==> src/rtl/icap_load_scheduler.sv <==
// ---------------------------------------------------------------------------
// icap_load_scheduler
//
// Shares one ICAP flash loader among N_REQ requesters. Each requester names a
// bitstream slot; a slot table holds the flash address and byte length for
// every slot. Requests are served one at a time in round-robin order. Each
// load ends in a done pulse or an err pulse for the requester that owned it.
//
// Ports
//   clk_i          system clock, all logic on the rising edge
//   rst_ni         synchronous reset, active low
//   req_i          level request per requester, held until done/err
//   req_slot_i     slot per requester, [i*SLOT_W +: SLOT_W]
//   grant_o        one-hot, requester currently being served
//   done_o         1-cycle pulse, load finished OK
//   err_o          1-cycle pulse, zero-length slot or watchdog timeout
//   busy_o         high whenever the scheduler is not idle
//   cfg_we_i       slot table write strobe
//   cfg_slot_i     slot index to write
//   cfg_addr_i     flash byte address for the slot
//   cfg_len_i      byte count for the slot (0 marks the slot invalid)
//   ld_trigger_o   1-cycle start pulse to the loader
//   ld_addr_o      address to the loader, stable from trigger to done
//   ld_len_o       length to the loader, stable from trigger to done
//   ld_running_i   loader running flag
// ---------------------------------------------------------------------------
module icap_load_scheduler #(
    parameter int N_REQ       = 4,
    parameter int SLOT_W      = 3,
    parameter int TIMEOUT_W   = 26,
    parameter int TIMEOUT_CYC = 2 ** 25
) (
    input  logic                     clk_i,
    input  logic                     rst_ni,
    input  logic [N_REQ-1:0]         req_i,
    input  logic [N_REQ*SLOT_W-1:0]  req_slot_i,
    output logic [N_REQ-1:0]         grant_o,
    output logic [N_REQ-1:0]         done_o,
    output logic [N_REQ-1:0]         err_o,
    output logic                     busy_o,
    input  logic                     cfg_we_i,
    input  logic [SLOT_W-1:0]        cfg_slot_i,
    input  logic [23:0]              cfg_addr_i,
    input  logic [23:0]              cfg_len_i,
    output logic                     ld_trigger_o,
    output logic [23:0]              ld_addr_o,
    output logic [23:0]              ld_len_o,
    input  logic                     ld_running_i
);

    localparam int PTR_W = (N_REQ > 1) ? $clog2(N_REQ) : 1;
    localparam int DEPTH = 2 ** SLOT_W;
    // The watchdog holds "cycles since trigger"; the error is registered on
    // the cycle before the limit so err appears exactly TIMEOUT_CYC cycles
    // after the trigger pulse.
    localparam logic [TIMEOUT_W-1:0] WD_LAST = TIMEOUT_W'(TIMEOUT_CYC - 1);
    localparam logic [TIMEOUT_W-1:0] WD_ONE  = {{(TIMEOUT_W-1){1'b0}}, 1'b1};

    typedef enum logic [2:0] {
        S_IDLE     = 3'd0,
        S_START    = 3'd1,
        S_WAIT_RUN = 3'd2,
        S_BUSY     = 3'd3,
        S_DRAIN    = 3'd4
    } state_e;

    function automatic logic [N_REQ-1:0] onehot(input logic [PTR_W-1:0] idx);
        return {{(N_REQ-1){1'b0}}, 1'b1} << idx;
    endfunction

    function automatic logic [PTR_W-1:0] next_ptr(input logic [PTR_W-1:0] idx);
        logic [PTR_W-1:0] nxt;
        if (idx == PTR_W'(N_REQ - 1)) begin
            nxt = {PTR_W{1'b0}};
        end else begin
            nxt = idx + PTR_W'(1);
        end
        return nxt;
    endfunction

    state_e                 state_q, state_d;
    logic [PTR_W-1:0]       rr_q, rr_d;
    logic [PTR_W-1:0]       g_q, g_d;
    logic [N_REQ-1:0]       grant_q, grant_d;
    logic [N_REQ-1:0]       done_q, done_d;
    logic [N_REQ-1:0]       err_q, err_d;
    logic                   trig_q, trig_d;
    logic                   busy_q, busy_d;
    logic [23:0]            addr_q, addr_d;
    logic [23:0]            len_q, len_d;
    logic [TIMEOUT_W-1:0]   wd_q, wd_d;

    logic [23:0]            tbl_addr_q [DEPTH];
    logic [23:0]            tbl_len_q  [DEPTH];

    logic [SLOT_W-1:0]      slot_arr_s [N_REQ];
    logic [N_REQ-1:0]       req_rot_s;
    logic                   pick_found_s;
    logic [PTR_W-1:0]       pick_off_s;
    logic [PTR_W:0]         pick_sum_s;
    logic [PTR_W-1:0]       win_s;
    logic [SLOT_W-1:0]      win_slot_s;

    // Unpack the flat per-requester slot bus.
    always_comb begin
        for (int i = 0; i < N_REQ; i++) begin
            slot_arr_s[i] = req_slot_i[i*SLOT_W +: SLOT_W];
        end
    end

    // Rotate requests so bit 0 is the requester at rr_q, then take the lowest set bit.
    assign req_rot_s = N_REQ'({req_i, req_i} >> rr_q);

    // Lowest-set-bit search over the rotated request vector.
    always_comb begin
        pick_found_s = |req_rot_s;
        pick_off_s   = {PTR_W{1'b0}};
        for (int i = N_REQ - 1; i >= 0; i--) begin
            if (req_rot_s[i]) begin
                pick_off_s = PTR_W'(i);
            end else begin
                pick_off_s = pick_off_s;
            end
        end
    end

    // Undo the rotation: winner = (rr_q + offset) mod N_REQ.
    assign pick_sum_s = {1'b0, rr_q} + {1'b0, pick_off_s};
    assign win_s      = (pick_sum_s >= (PTR_W+1)'(N_REQ)) ?
                        PTR_W'(pick_sum_s - (PTR_W+1)'(N_REQ)) : pick_sum_s[PTR_W-1:0];
    assign win_slot_s = slot_arr_s[win_s];

    // Slot table lengths: cleared by reset so every slot starts invalid.
    always_ff @(posedge clk_i) begin
        if (!rst_ni) begin
            for (int i = 0; i < DEPTH; i++) begin
                tbl_len_q[i] <= 24'd0;
            end
        end else if (cfg_we_i) begin
            tbl_len_q[cfg_slot_i] <= cfg_len_i;
        end
    end

    // Slot table addresses: no reset, a slot is only usable once its length is written.
    always_ff @(posedge clk_i) begin
        if (cfg_we_i) begin
            tbl_addr_q[cfg_slot_i] <= cfg_addr_i;
        end
    end

    // Next-state and registered-output logic of the scheduler FSM.
    always_comb begin
        state_d = state_q;
        rr_d    = rr_q;
        g_d     = g_q;
        grant_d = grant_q;
        done_d  = {N_REQ{1'b0}};
        err_d   = {N_REQ{1'b0}};
        trig_d  = 1'b0;
        addr_d  = addr_q;
        len_d   = len_q;
        wd_d    = wd_q;
        case (state_q)
            S_IDLE: begin
                // The table is read from registers, so a same-cycle cfg write
                // only lands after this lookup.
                if (pick_found_s && !ld_running_i) begin
                    g_d    = win_s;
                    addr_d = tbl_addr_q[win_slot_s];
                    len_d  = tbl_len_q[win_slot_s];
                    if (tbl_len_q[win_slot_s] == 24'd0) begin
                        err_d = onehot(win_s);
                        rr_d  = next_ptr(win_s);
                    end else begin
                        grant_d = onehot(win_s);
                        trig_d  = 1'b1;
                        state_d = S_START;
                    end
                end else begin
                    state_d = S_IDLE;
                end
            end
            S_START: begin
                // Trigger is on the outputs this cycle; next cycle is 1 after it.
                wd_d    = WD_ONE;
                state_d = S_WAIT_RUN;
            end
            S_WAIT_RUN: begin
                if (wd_q == WD_LAST) begin
                    err_d   = grant_q;
                    state_d = S_DRAIN;
                end else if (ld_running_i) begin
                    wd_d    = wd_q + WD_ONE;
                    state_d = S_BUSY;
                end else begin
                    wd_d    = wd_q + WD_ONE;
                end
            end
            S_BUSY: begin
                if (!ld_running_i) begin
                    done_d  = grant_q;
                    grant_d = {N_REQ{1'b0}};
                    rr_d    = next_ptr(g_q);
                    state_d = S_IDLE;
                end else if (wd_q == WD_LAST) begin
                    err_d   = grant_q;
                    state_d = S_DRAIN;
                end else begin
                    wd_d    = wd_q + WD_ONE;
                end
            end
            S_DRAIN: begin
                // The loader cannot be aborted; keep ownership until it stops.
                if (!ld_running_i) begin
                    grant_d = {N_REQ{1'b0}};
                    rr_d    = next_ptr(g_q);
                    state_d = S_IDLE;
                end else begin
                    state_d = S_DRAIN;
                end
            end
            default: begin
                grant_d = {N_REQ{1'b0}};
                state_d = S_IDLE;
            end
        endcase
        busy_d = (state_d != S_IDLE);
    end

    // State and output registers with synchronous active-low reset.
    always_ff @(posedge clk_i) begin
        if (!rst_ni) begin
            state_q <= S_IDLE;
            rr_q    <= {PTR_W{1'b0}};
            g_q     <= {PTR_W{1'b0}};
            grant_q <= {N_REQ{1'b0}};
            done_q  <= {N_REQ{1'b0}};
            err_q   <= {N_REQ{1'b0}};
            trig_q  <= 1'b0;
            busy_q  <= 1'b0;
            addr_q  <= 24'd0;
            len_q   <= 24'd0;
            wd_q    <= {TIMEOUT_W{1'b0}};
        end else begin
            state_q <= state_d;
            rr_q    <= rr_d;
            g_q     <= g_d;
            grant_q <= grant_d;
            done_q  <= done_d;
            err_q   <= err_d;
            trig_q  <= trig_d;
            busy_q  <= busy_d;
            addr_q  <= addr_d;
            len_q   <= len_d;
            wd_q    <= wd_d;
        end
    end

    assign grant_o      = grant_q;
    assign done_o       = done_q;
    assign err_o        = err_q;
    assign busy_o       = busy_q;
    assign ld_trigger_o = trig_q;
    assign ld_addr_o    = addr_q;
    assign ld_len_o     = len_q;

endmodule

==> config.mk <==
export PLATFORM = sky130hd
export DESIGN_NAME = icap_load_scheduler
export DESIGN_NICKNAME = d
export VERILOG_FILES = /design/src/rtl/icap_load_scheduler.sv
export SDC_FILE = /design/constraint.sdc
export NUM_CORES = 1
export LEC_CHECK = 0
export CAP_MARGIN = 20
export CORE_UTILIZATION = 50
export CTS_BUF_LIST = sky130_fd_sc_hd__clkbuf_2 sky130_fd_sc_hd__clkbuf_4 sky130_fd_sc_hd__clkbuf_8
export DETAILED_ROUTE_END_ITERATION = 7
export DONT_BUFFER_PORTS = 1
export PLACE_DENSITY = 0.75
export REMOVE_ABC_BUFFERS = 1
export SLEW_MARGIN = 10
export SYNTH_ARGS = -nofsm -noshare
export SYNTH_HDL_FRONTEND = slang
export SYNTH_SLANG_ARGS = --single-unit
==> constraint.sdc <==
create_clock -name clk_i -period 4.97 [get_ports clk_i]
set_clock_uncertainty 0.1 [all_clocks]
set_input_delay 0.2485 -clock clk_i [delete_from_list [all_inputs] [get_ports clk_i]]
set_output_delay 0.2485 -clock clk_i [all_outputs]
set_load 0.01 [all_outputs]
### Yosys cells after proc, flatten, opt, wreduce, memory -nomap -nowiden

Memory sizes are Yosys's and may differ from the RTL's. A register that Yosys moved wholly into a read port is not among the register bits.
Cells that the tools add are included.

* memory bits (writable): 384
* output and inout bits: 62
* flip-flop bits (word level): 71
* memories kept: 2
* bits of input ports: 71
* logic and storage cells: 98

* reduce and logical (&&, ||, !) cells: 18
* bitwise logic cells: 4
* mux-type cells: 43
* $add $sub $neg: 5
* shift operators: 2
* $lt $le $gt $ge: 2
* eq/ne operators: 12

Memories
* tbl_addr_q: words 8, bits a word 24, read ports 1, clocked after Yosys merged registers in 1, write ports 1, line 93 `logic [23:0] tbl_addr_q [DEPTH];`
* tbl_len_q: words 8, bits a word 24, read ports 1, clocked after Yosys merged registers in 0, write ports 8, line 94 `logic [23:0] tbl_len_q [DEPTH];`

Operators with widths (count)
* $pmux W26 S3: 1
* $mux W26: 2
* $mux W3: 10
* $mux W4: 7
* $add A26 B1 Y26 const B: 1
* $eq A26 B25 Y1 const B: 1
* $logic_not A24 Y1: 1
* $mux W24: 1
* $pmux W4 S3: 2
* $reduce_or A24 Y1: 1
* $mux W2: 10
* $pmux W3 S5: 1
* $ne A2 B2 Y1 const B: 5
* $reduce_and A4 Y1: 2
* $shr A8 B2 Y4: 1
* $mux W1: 7
* $bmux W3 S2: 1
* $eq A3 B2 Y1 const B: 2
* $ge A3 B3 Y1 const B: 2
* $reduce_bool A3 Y1: 2
* $add A2 B1 Y2 const B: 2
* $eq A2 B2 Y1 const B: 2
* $pmux W2 S2: 1
* $reduce_and A2 Y1: 2
* 15 further kinds: 19

### Logic depth before layout (Yosys ltp)

An unclocked memory read counts as a cell.

* depth after elaboration: 18
* depth in mapped cells: 20

### Worst setup path before layout

OpenSTA, ideal clock, no wires.

* path kind: flip-flop to flip-flop
* start: register rr_q[0]
* end: register grant_q[0] (netlist: grant_o[0])
* required time: 4.733 ns
* cell stages (with the launch flop): 19
* arrival time: 3.888 ns
* buffers on the path: 4
* setup slack: 0.845 ns
* setup time: 0.137 ns
* clock period less this slack: 4.125 ns
* cells stage by stage: dfxtp_1 > buf_6 > nor3_1 > a311oi_1 > o21ai_0 > ha_1 > clkbuf_1 > mux2_2 > nor2_1 > mux2i_1 > clkbuf_1 > clkbuf_1 > and3_1 > a2111oi_1 > nor4_1 > a21o_1 > nor4_4 > and2_1 > o32ai_1

* word-level cells in the longest chain between the ends: 16

Ends and longest elaborated chain
* start, declared: line 82 `logic [PTR_W-1:0] rr_q, rr_d;`
* start signal, assigned: line 234 `rr_q <= {PTR_W{1'b0}};`
* start signal, assigned: line 246 `rr_q <= rr_d;`
* $shr A8 B2 Y4: line 112 `assign req_rot_s = N_REQ'({req_i, req_i} >> rr_q);`
* $mux W2 (4 in series): line 119 `if (req_rot_s[i]) begin`
* $add A2 B2 Y3 (*): line 128 `assign pick_sum_s = {1'b0, rr_q} + {1'b0, pick_off_s};`
* named net pick_sum_s[0]: line 100 `logic [PTR_W:0] pick_sum_s;`
* $ge A3 B3 Y1 or $sub A2 B1 Y2 (tied branches): line 129, 130
* $mux W2 (*): line 129 `assign win_s = (pick_sum_s >= (PTR_W+1)'(N_REQ)) ?`
* $not A2 Y3 (implied by the code): line 131 `assign win_slot_s = slot_arr_s[win_s];`
* $bmux W3 S2: line 131
* $mux W3 (implied by the code) (2 in series): line 131
* $mem_v2 Z8 W24
* $logic_not A24 Y1: line 171 `if (tbl_len_q[win_slot_s] == 24'd0) begin`
* $ne A2 B2 Y1 (no line)
* $reduce_and A4 Y1 (no line)
* end signal, assigned: line 236 `grant_q <= {N_REQ{1'b0}};`
* end signal, assigned: line 248 `grant_q <= grant_d;`
* end, declared: line 84 `logic [N_REQ-1:0] grant_q, grant_d;`

Mark *: on every way through the listed nets, which the timed path passes. The rest lies on a longest branch. The select of a mux whose other input is x is not followed.
A chain may end at the register's enable or synchronous reset.

### Final worst setup path

* start: register rr_q[1]
* end: register grant_q[3] (netlist: grant_o[3])

* word-level cells in the longest chain between the ends: 16

Ends and longest elaborated chain (line)
* $shr A8 B2 Y4 (*): 112
* $mux W2 (3 in series): 119
* $mux W2 (*): 119
* $add A2 B2 Y3 (*): 128
* named net pick_sum_s[0]: 100
* $ge A3 B3 Y1 or $sub A2 B1 Y2 (tied branches): 129, 130
* $mux W2 (*): 129
* $not A2 Y3 (implied by the code): 131
* $bmux W3 S2: 131
* $mux W3 (implied by the code) (2 in series): 131
* $mem_v2 Z8 W24
* $logic_not A24 Y1: 171
* $ne A2 B2 Y1 (no line)
* $reduce_and A4 Y1 (no line)

Marked as above.

==> flow_results.org <==
** Power and ir drop
- The clock network accounts for between 30% and 40% of the total power.
- The internal power of the cells totals slightly below 0.007 W.
- Fraction of power consumed by combinational cells :: about an eighth
- In this run the power density over the cells is 395.8 nW/um2.
- Total net switching power :: ~0.0024 W
- Sequential fraction of design power :: between 40 and 50%
- Static Leak :: about 8.5 nW
- Peak supply drop :: around 0.00019 V
- Net switching is roughly a quarter of the power.

** Yosys
- For this run, the number of Yosys warnings is 0.
- The synthesized design contains between 400 and 500 register bits.
- After synthesis, the largest area contributor takes up about 56% of total cell area.
- Post-synth ARST share :: 0%
- Of the total synthesized cell area, the portion taken by full adders, half adders and majority gates is less than 1%.
- In this run the mean area of a mapped cell was around 12 um2.
- Leading register cell type out of synthesis :: sky130_fd_sc_hd__edfxtp_1
- Multiplexer cells account for roughly 1.1% of the synthesized area.
- Library cell occupying the most area in the post-synthesis netlist :: sky130_fd_sc_hd__edfxtp_1
- Synth cell types :: 62
- Mapped cell area :: about 21,000 um2
- Sequential elements use 64.75% of the synthesized area.
- Largest cells by area after synthesis :: sky130_fd_sc_hd__edfxtp_1, sky130_fd_sc_hd__dfxtp_1, sky130_fd_sc_hd__and2_1, sky130_fd_sc_hd__and3_1, sky130_fd_sc_hd__nand2_1
- Summing the areas of all compound-gate instances in the mapped netlist gives about 11% of the synthesized area.
- Counting flops with a built-in enable in the synthesized netlist gives around 380.
- Main combinational cell family by area after synthesis :: simple AND/OR/NAND/NOR gates
- Of the total synthesized cell area, the portion taken by XOR and XNOR cells is about 1.2%.
- Synthesized-area fraction occupied by and/or/nand/nor cells :: approximately 18%
- Synthesis produced a netlist whose cell count is 1,686.

** Floorplan
- Width of the die :: between 200 and 250 um
- The die is 205.7 um tall.
- The total area inside the core boundary comes to between 40,000 and 50,000 um2.
- Std-Cell Rows :: 74
- Effective utilization at floorplan :: approximately 50%
- Boundary Pins :: about 130
- The die covers ~42,000 um2.

** STA
- On the final layout, the worst hold slack is 37.00 ps.
- The final count of pins violating max slew was 0.
- FMAX :: 213.0 MHz
- Setup violations remaining at the end of the flow were counted as 0.
- For the pin with the worst max-slew slack, the measured transition is ~1100 ps.
- Measured against its own limit, the worst slew margin works out to ~28%.
- Final worst setup slack :: 275.3 ps
- Hold Violations, Final :: 0
- Setup repair after global routing left no endpoint under its margin.
- Share of the cycle needed by the critical path after routing :: 94.46%
- Shortest clock period the worst path allows after layout :: 4695 ps

** Global route
- Entering global routing, the biggest net connects 97 pins.
- Most used routing layer :: met2
- Combined global-route utilization of all metal layers :: 25.26%
- Grt met3 use :: under 10%
- Via count of the first global-routing pass :: between 10k and 15k
- Met2 layer usage reported by global route :: 39.86%
- Global-route wire length before repair :: 80,960 um
- Global routing finished with a remaining overflow of 0.
- Met1 track demand over resource in global routing :: between 30% and 40%
- Antenna violations before repair :: 6

** Critical path
- The worst register-to-register path has a depth of 15.
- Arr. time, crit path :: 5090 ps
- The worst register-to-register path ends at grant_o[3].
- Critical path type :: flop to flop
- Startpoint kind of the worst setup timing path :: flop
- Reg2Reg Launch Point :: rr_q[1]
- Worst R2R Setup Slack :: around 280 ps
- STA classifies the critical path endpoint as a flop.
- Highest net fanout along the worst path :: 21
- Data required time of the critical path :: around 5400 ps

** Detailed routing
- Count of vias placed by the detailed router :: roughly 14k
- Once detail routing completed, the nets flagged for antenna violations numbered 0.
- Number of iterations in the first detailed-routing pass :: 5
- Post-Route WL :: approximately 53,000 um
- For this run, design rule violations remaining after detail routing come to 0.
- For this block, the initial DRC count from the detailed router was roughly 1.3k.
- Detailed-route vias per instance :: approximately 6
- After detailed routing, the average wire length per cell comes to around 22 um.

** CTS
- The root buffer cell chosen for the clock tree is sky130_fd_sc_hd__clkbuf_8.
- TritonCTS created slightly below 80 clock buffers.
- Clock tree synthesis found a total of around 480 sinks.
- Clock-pin slew was measured on the worst setup and hold paths at ~60 ps.
- Latest clock arrival within the worst-skew pair :: 640 ps
- CTS tree :: done
- The H-tree was split into 3 levels.
- No sink is reached through more buffers than the 3 on the longest clock path.

** Hold path
- Hold Crit Endpoint :: tbl_len_q[6][13]
- The worst hold path was traced through 2 stages.
- The tightest min-delay check is of the primary input to flop type.
- The worst hold path begins at rst_ni.

** Status
- Outcome :: finished clean

** Placed design
- Placed Instances :: approximately 2.1k
- Detailed placement ended at an HPWL of around 30,000 um.
- Worst slack after detailed placement :: -13.00 ps
- RePlAce Congestion :: approximately 0.85
- Count of port buffers added during placement :: 0

** Job
- Max cap viols :: 0

** Cells and area
- Final layout net count :: around 1.8k
- Compared with the post-synthesis result, the final layout area differs by 14.23%.
- In the final layout, flip-flops and latches occupy about 13,000 um2.
- Layout cells sized above 1 :: 13.05%
- Once layout is complete, the utilization of the core stands at between 50 and 60%.
- Final non-filler cell total :: between 2k and 2.5k
- Counting the fill cells in the layout gives ~3.2k.
- Area of combinational cells with multiple inputs :: about 7000 um2
flip-flops by register name, summed over array words and instances (netlist names):
| signal | flops |
|---|---|
| wd_q | 26 |
| g_q | 2 |
| busy_o | 1 |
| grant_o | 4 |
| rr_q | 2 |
| tbl_addr_q | 192 |
| ld_len_o | 24 |
| ld_addr_o | 24 |
| ld_trigger_o | 1 |
| done_o | 4 |
| state_q | 3 |
| tbl_len_q | 192 |
| err_o | 4 |
cell usage after synthesis, types with 2 or more instances:
master                      count
sky130_fd_sc_hd__buf_6          5
sky130_fd_sc_hd__a2111oi_2      3
sky130_fd_sc_hd__nand2b_1      11
sky130_fd_sc_hd__nor4_4         2
sky130_fd_sc_hd__a32o_1         2
sky130_fd_sc_hd__a21boi_0      29
sky130_fd_sc_hd__mux2i_1       15
sky130_fd_sc_hd__and4_1         2
sky130_fd_sc_hd__or3_1          3
sky130_fd_sc_hd__and2_1       221
sky130_fd_sc_hd__nand2_1      187
sky130_fd_sc_hd__a21o_1         2
sky130_fd_sc_hd__nor3_1        12
sky130_fd_sc_hd__ha_1           7
sky130_fd_sc_hd__xnor2_1        5
sky130_fd_sc_hd__inv_1         14
sky130_fd_sc_hd__nand4_1       13
sky130_fd_sc_hd__edfxtp_1     384
sky130_fd_sc_hd__o21ai_0       55
sky130_fd_sc_hd__xor2_1        18
sky130_fd_sc_hd__o32ai_1        4
sky130_fd_sc_hd__o32ai_2        2
sky130_fd_sc_hd__buf_1         11
sky130_fd_sc_hd__or4_1         19
sky130_fd_sc_hd__a32oi_1        5
sky130_fd_sc_hd__a21oi_1       18
sky130_fd_sc_hd__clkbuf_1      97
sky130_fd_sc_hd__nor3b_1        2
sky130_fd_sc_hd__dfxtp_1       95
sky130_fd_sc_hd__buf_2         11
sky130_fd_sc_hd__a2111oi_0     38
sky130_fd_sc_hd__mux2_2         4
sky130_fd_sc_hd__and3_1       138
sky130_fd_sc_hd__a31oi_1        2
sky130_fd_sc_hd__nor4_1         5
sky130_fd_sc_hd__buf_4          3
sky130_fd_sc_hd__a211o_1        2
sky130_fd_sc_hd__o211a_1        3
sky130_fd_sc_hd__nor2_1        63
sky130_fd_sc_hd__nor2b_1        5
sky130_fd_sc_hd__a311oi_1      49
sky130_fd_sc_hd__a211oi_1      90
sky130_fd_sc_hd__nand3_1       11
power by group through the flow:
stage	sequential [W]	clock, W	combinational [W]
after floorplan	0.00471	0	0.000656
final	0.00466	0.00360	0.00113
after CTS	0.00466	0.00365	0.00111
after detailed placement	0.00474	0	0.00102
after global placement	0.00473	0	0.000998
after global routing	0.00468	0.00382	0.00122
per-stage QoR:
step,setup TNS [ps],power [W],cell area (um2)
final,0,0.009379,23700
after global routing,0,0.009718,23690
after CTS,0,0.009423,23660
after detailed placement,-13.00,0.005763,21390
after global placement,0,0.005733,21390
after floorplan,-163120,0.005368,20200
placed cells by master (no fill, tap or decap), drive strengths merged, types with 54 or more instances in the layout:
master	instances
edfxtp	384
and2	221
nand2	188
and3	138
clkbuf	118
dfxtp	95
a211oi	90
nor2	63
buf	58
o21ai	56
dlygate4sd3	54
how the worst max path moves through the flow:
| stage | from | cells past startpoint | slack, ps | end |
|---|---|---|---|---|
| after floorplan | rr_q[0] | 14 | -3360 | rr_q[0] |
| after global placement | rr_q[0] | 14 | 290 | grant_o[1] |
| after detailed placement | rr_q[0] | 15 | -10 | grant_o[3] |
| after CTS | rr_q[0] | 16 | 90 | grant_o[3] |
| after global routing | rr_q[1] | 16 | 0.2 | err_o[0] |
| final | rr_q[1] | 15 | 280 | grant_o[3] |
cells by family (layout without fill, tap and decap cells):
kind of cell               Yosys count  in the layout
and+or+nand+nor                    697            697
buffers and inverters              143            273
other                                0              6
xor gates and xnor gates            25             25
DFF                                479            479
adders and majority gates            7              7
AOI/OAI and AO/OA                  314            314
muxes                               21             21
routing by layer:
layer  up-vias  wire length, um
met3       131             5167
met2       715            24410
met1      6868            21370
met4         6             1521
met5         -               43
li1       6459                -
final cells by class:
type | instances | area share (%)
Clock buffer | 118 | 6.061
Clock inverter | 28 | 0.9345
Timing Repair Buffer | 112 | 4.340
Antenna cell | 6 | 0.06336
Sequential cell | 479 | 56.69
Multi-Input combinational cell | 1064 | 28.86
Inverter | 15 | 0.2376
Tap cell | 532 | 2.809
what timing repair did:
item,4_1_cts,5_1_grt
hold buffers,55,0
setup buffers,6,0
resized for setup,0,5
pin swaps,2,0
setup endpoints to repair,4,14
hold endpoints to repair,521,0
critical path, stage by stage, from the launching register on:
cell and delay (ps):
sky130_fd_sc_hd__dfxtp_1 620, sky130_fd_sc_hd__o311a_1 240, sky130_fd_sc_hd__o21ai_0 80, sky130_fd_sc_hd__ha_1 380, sky130_fd_sc_hd__buf_4 200, sky130_fd_sc_hd__mux2i_1 590, sky130_fd_sc_hd__nor2b_1 120, sky130_fd_sc_hd__mux2i_2 180
sky130_fd_sc_hd__buf_4 350, sky130_fd_sc_hd__a211oi_1 100, sky130_fd_sc_hd__or4_1 580, sky130_fd_sc_hd__nand4_1 210, sky130_fd_sc_hd__nor4_4 70, sky130_fd_sc_hd__buf_4 180, sky130_fd_sc_hd__a32oi_1 340, sky130_fd_sc_hd__o32ai_1 190
No activity file was read; power rests on OpenSTA's default activity.
